--- config.mk ---
export PLATFORM = sky130hd
export DESIGN_NAME = serial_sub8bit
export DESIGN_NICKNAME = d
export VERILOG_FILES = /design/src/rtl/serial_sub8bit.sv
export SDC_FILE = /design/constraint.sdc
export NUM_CORES = 1
export LEC_CHECK = 0
export CAP_MARGIN = 20
export CORE_MARGIN = 1.5
export CORE_UTILIZATION = 30
export CTS_CLUSTER_SIZE = 40
export DETAILED_ROUTE_END_ITERATION = 6
export PLACE_DENSITY = 0.5
export SKIP_CTS_REPAIR_TIMING = 1
export SLEW_MARGIN = 15
export SYNTH_ARGS = -nofsm -noshare
export SYNTH_HDL_FRONTEND = slang
export SYNTH_SLANG_ARGS = --single-unit
--- constraint.sdc ---
create_clock -name clk -period 1.75 [get_ports clk]
set_input_delay 0.525 -clock clk [delete_from_list [all_inputs] [get_ports clk]]
set_output_delay 0.525 -clock clk [all_outputs]
set_load 0.02 [all_outputs]
--- src/rtl/serial_sub8bit.sv ---
// Bit-serial subtractor: Diff = A - B - Bin, one bit per clock LSB first through a single full-subtractor cell.
// Latency WIDTH clocks from accepting start to done; start is ignored while busy (no queuing, no stall).
module serial_sub8bit #(
   parameter int WIDTH = 8
) (
   input  logic             clk,
   input  logic             rst,
   input  logic             start,
   input  logic [WIDTH-1:0] A,
   input  logic [WIDTH-1:0] B,
   input  logic             Bin,
   output logic             busy,
   output logic             done,
   output logic [WIDTH-1:0] Diff,
   output logic             Bout,
   output logic             Ovf
);

   localparam int CW = $clog2(WIDTH);
   localparam logic [CW-1:0] LAST = CW'(WIDTH - 1);

   typedef enum logic [1:0] {IDLE, RUN, DONE} state_t;

   state_t           state_q, state_d;
   logic [WIDTH-1:0] a_sh_q, a_sh_d;
   logic [WIDTH-1:0] b_sh_q, b_sh_d;
   logic [WIDTH-1:0] res_q, res_d;
   logic [CW-1:0]    cnt_q, cnt_d;
   logic             br_q, br_d;
   logic [WIDTH-1:0] diff_q, diff_d;
   logic             bout_q, bout_d;
   logic             ovf_q, ovf_d;

   logic a_bit, b_bit, d_bit, br_nxt;

   always_comb begin
      a_bit  = a_sh_q[0];
      b_bit  = b_sh_q[0];
      d_bit  = a_bit ^ b_bit ^ br_q;
      br_nxt = (~a_bit & b_bit) | (~(a_bit ^ b_bit) & br_q);
   end

   always_comb begin
      state_d = state_q;
      a_sh_d  = a_sh_q;
      b_sh_d  = b_sh_q;
      res_d   = res_q;
      cnt_d   = cnt_q;
      br_d    = br_q;
      diff_d  = diff_q;
      bout_d  = bout_q;
      ovf_d   = ovf_q;
      case (state_q)
         IDLE, DONE: begin
            if (start) begin
               state_d = RUN;
               a_sh_d  = A;
               b_sh_d  = B;
               br_d    = Bin;
               cnt_d   = '0;
            end else begin
               state_d = IDLE;
            end
         end
         RUN: begin
            a_sh_d = a_sh_q >> 1;
            b_sh_d = b_sh_q >> 1;
            res_d  = {d_bit, res_q[WIDTH-1:1]};
            br_d   = br_nxt;
            cnt_d  = cnt_q + CW'(1);
            // On the MSB cycle br_q is the borrow into the sign bit, br_nxt the borrow out of it.
            if (cnt_q == LAST) begin
               state_d = DONE;
               diff_d  = {d_bit, res_q[WIDTH-1:1]};
               bout_d  = br_nxt;
               ovf_d   = br_q ^ br_nxt;
            end
         end
         default: state_d = IDLE;
      endcase
   end

   always_ff @(posedge clk) begin
      if (rst) begin
         state_q <= IDLE;
         a_sh_q  <= '0;
         b_sh_q  <= '0;
         res_q   <= '0;
         cnt_q   <= '0;
         br_q    <= 1'b0;
         diff_q  <= '0;
         bout_q  <= 1'b0;
         ovf_q   <= 1'b0;
      end else begin
         state_q <= state_d;
         a_sh_q  <= a_sh_d;
         b_sh_q  <= b_sh_d;
         res_q   <= res_d;
         cnt_q   <= cnt_d;
         br_q    <= br_d;
         diff_q  <= diff_d;
         bout_q  <= bout_d;
         ovf_q   <= ovf_d;
      end
   end

   assign busy = (state_q == RUN);
   assign done = (state_q == DONE);
   assign Diff = diff_q;
   assign Bout = bout_q;
   assign Ovf  = ovf_q;

endmodule
==> results of run 1 <==
cells by family (layout without fill, tap and decap cells):
logic type / count (synthesis) / after routing / synth area share [%]
AO/OA/AOI/OAI: 39 / 39 / 16.27
XOR/XNOR: 1 / 1 / 0.5557
adder cells (fa/ha/maj): 3 / 3 / 2.857
buffers and inverters: 18 / 49 / 6.587
flip-flops: 39 / 39 / 49.52
AND/OR/NAND/NOR: 94 / 94 / 24.21
layout by cell type, fill, tap and decap left out, drive strengths merged, types with 6 or more instances in the layout:
cell type | netlist | final
nand2 | 64 | 64
dfxtp | 39 | 39
a21oi | 22 | 22
clkdlybuf4s50 | 0 | 19
nor2 | 17 | 17
a311oi | 14 | 14
dlymetal6s2s | 0 | 12
buf | 13 | 8
nand3 | 6 | 6
clkbuf | 2 | 6
how the worst min path moves through the flow:
stage	endpoint	depth (start not counted)	startpoint
detailed placement	Diff[0]	2	res_q[1]
global route	Diff[4]	2	Diff[4]
CTS	Ovf	2	Ovf
floorplan	Diff[0]	2	res_q[1]
global placement	Diff[0]	2	res_q[1]
finish	Ovf	2	Ovf
power breakdown:
part / internal (W) / total (W) / switching [W] / leakage, nW
Sequential: 0.000931 / 0.000956 / 0.0000250 / 0.318
Clock: 0.000309 / 0.000616 / 0.000307 / 0.0470
Combinational: 0.000116 / 0.000240 / 0.000124 / 0.598
Total: 0.00136 / 0.00181 / 0.000456 / 0.963
area by class of cell:
class / count / area, um2 / share of cell area, %
clock inverter: 1 / 5.005 / 0.2401
inverter: 3 / 11.26 / 0.5402
clock buffer: 6 / 82.58 / 3.962
tap: 70 / 87.58 / 4.202
multi-input combinational: 137 / 691.9 / 33.19
sequential: 39 / 780.7 / 37.45
timing repair buffer: 39 / 425.4 / 20.41
stage by stage:
stage | worst slack (ns) | hold WS (ns) | total power (W) | setup TNS [ns]
finish | 0.1444 | 0.4509 | 0.001813 | 0
global route | 0.04785 | 0.4809 | 0.001891 | 0
CTS | -0.2607 | 0.4581 | 0.001832 | -0.5244
detailed placement | -0.04245 | 0.4474 | 0.001219 | -0.2162
global placement | -0.04037 | 0.4405 | 0.001218 | -0.1428
floorplan | 0.4306 | 0.4321 | 0.001127 | 0
worst min-delay path, cell delays in order, from the launching register on:
cell	delay (ns)
dfxtp_1	0.31
nand2_1	0.05
a21oi_1	0.05
Yosys cell counts (all sizes together):
cell | number | share of area (%)
clkbuf | 2 | 0.48
nand3b | 1 | 0.48
a21oi | 22 | 7.0
a2bb2oi | 1 | 0.56
nor2b | 2 | 0.79
a311oi | 14 | 7.8
dfxtp | 39 | 50
fa | 1 | 1.3
o21a | 1 | 0.48
nand2b | 3 | 1.2
nor2 | 17 | 4.0
buf | 13 | 5.4
xnor2 | 1 | 0.56
nand2 | 64 | 15
inv | 3 | 0.71
nand3 | 6 | 1.9
ha | 2 | 1.6
and3b | 1 | 0.56
a211oi | 1 | 0.48
sequential cells by signal (all words and copies together), names as in the netlist:
signal	flops
br_q	1
state_q	2
res_q	7
b_sh_q	8
Diff	8
Ovf	1
Bout	1
cnt_q	3
a_sh_q	8
layer usage:
metal  up-vias  track usage (%)  wire, um
met5         -                0         0
met1       632            17.51      1752
met2        22            20.47      1423
li1        707                -         -
met3         8            2.513       120
met4         0            7.143        89
==> summary.md, run 1 <==
| Metric | Value |
|---|---|
| Initial core utilization | `31.07%` |
| Outcome | `complete, no violations` |
| Sequential element share of the synthesized area | `49.52%` |
| Crit path from | `state_q[1]` |
| Mapped Nets | `217` |
| Slew headroom | `69.32%` |
| Final period util | `91.75%` |
| Crit Path Class | `flop to output port` |
| Yosys Warn Count | `0` |
| Clock sinks | `39` |
| Final worst clock skew | `0.004255 ns` |
| Die X | `75.49 um` |
| Pleak | `0.9634 nW` |
| Initial antenna violation count | `0` |
| Finished Layout Cells | `295` |
| Fillers | `555` |
| CP Capture Type | `output port` |
| Highest Clock Rate | `622.8 MHz` |
| Gpl congestion | `0.6745` |
| Vias in the first global route | `1248` |
| Area of placed instances | `0.001967 mm2` |
| Syn Std Cell Area | `0.001577 mm2` |
| Congestion Overflow GR | `0` |
| Slowest-stage cell, CP | `dfxtp_1` |
| Pre-antenna DRT Iters | `4` |
| Core Rows | `26` |
| Peak supply drop | `301.8 uV` |
| Post-Route WL | `3384 um` |
| Layout cells sized above 1 | `6.667%` |
| N_diodes | `0` |
| Avg Inst Size Synth | `8.126 um2` |
| Crit-path leading delay family | `flip-flops` |
| Nets | `248` |
| Worst slew pin tran | `0.4589 ns` |
| Largest net degree at the start of global routing | `44` |
| Tmin final | `1.606 ns` |
| CP max stage delay | `0.32 ns` |
| # setup viols final | `0` |
| CP Cell Sequence | `nand2b_1 > inv_1 > dlymetal6s2s_1` |
| Crit path DAT | `1.08 ns` |
| MaxCap Viol Count | `0` |
| Worst Setup Start Kind | `flop` |
| CP required | `1.22 ns` |
| Total CTS buffers | `5` |
| Area Overhead vs Synth | `32.22%` |
| Root buffer cell | `clkbuf_8` |
| Placed cell count | `288` |
| DRC viols | `0` |
| Cell count after synthesis | `194` |
| DR WL/cell | `11.47 um` |
| 1st-iter DRT viols | `64` |
| Die area | `0.005699 mm2` |
| FF-to-FF Start | `cnt_q[0]` |
| Die H | `75.49 um` |
| DP Wirelength | `2114 um` |
| Finished Cell Area | `0.002085 mm2` |
| Crit-path max FO | `4` |
| Post-synth cell types | `22` |
| Io pins | `32` |
| Port buffer count | `31` |
| Gr usage total | `13.25%` |
| FF+latch count, synth | `39` |
| CTS HTree Levels | `2` |
| RSZ-0062 raised after global routing | `no` |
| WP depth | `3` |
| CTS tree | `yes` |
| Final ANT Viol Nets | `0` |
| Pwr dens | `869.7 mW/mm2` |
| Later-pin clock latency in the skew report | `0.29 ns` |
| Reg2reg setup slack | `0.32 ns` |
| Final Hold Violating Endpoints | `0` |
| Global-route wire length before repair | `5692 um` |
| CTS max path bufs | `2` |
| Worst Path Buf+Inv | `2` |
| Layout Utilization | `41.08%` |
| Critical Path End | `busy` |
| Core area | `0.005075 mm2` |
| Via count | `1369` |
| Worst Hold Class | `flop to flop` |
| Clock slew at reported path FFs | `0.08 ns` |
| Reg-to-Reg End | `Diff[4]` |
| Worst reg-to-reg path cell count | `5` |
| Via density per instance | `4.641` |
| Max-slew violation count | `0` |
Note: power is estimated with default switching activity, not from simulation.
==> run 2: changes to the inputs <==
CAP_MARGIN = default   (was 20)
==> results of run 2 <==
Final layout, timing and power as in run 1 (identical DEF).
==> run 3: changes to the inputs <==
ABC_CLOCK_PERIOD_IN_PS = 1750   (was default)
==> results of run 3 <==
Final layout, timing and power as in run 1 (identical DEF).
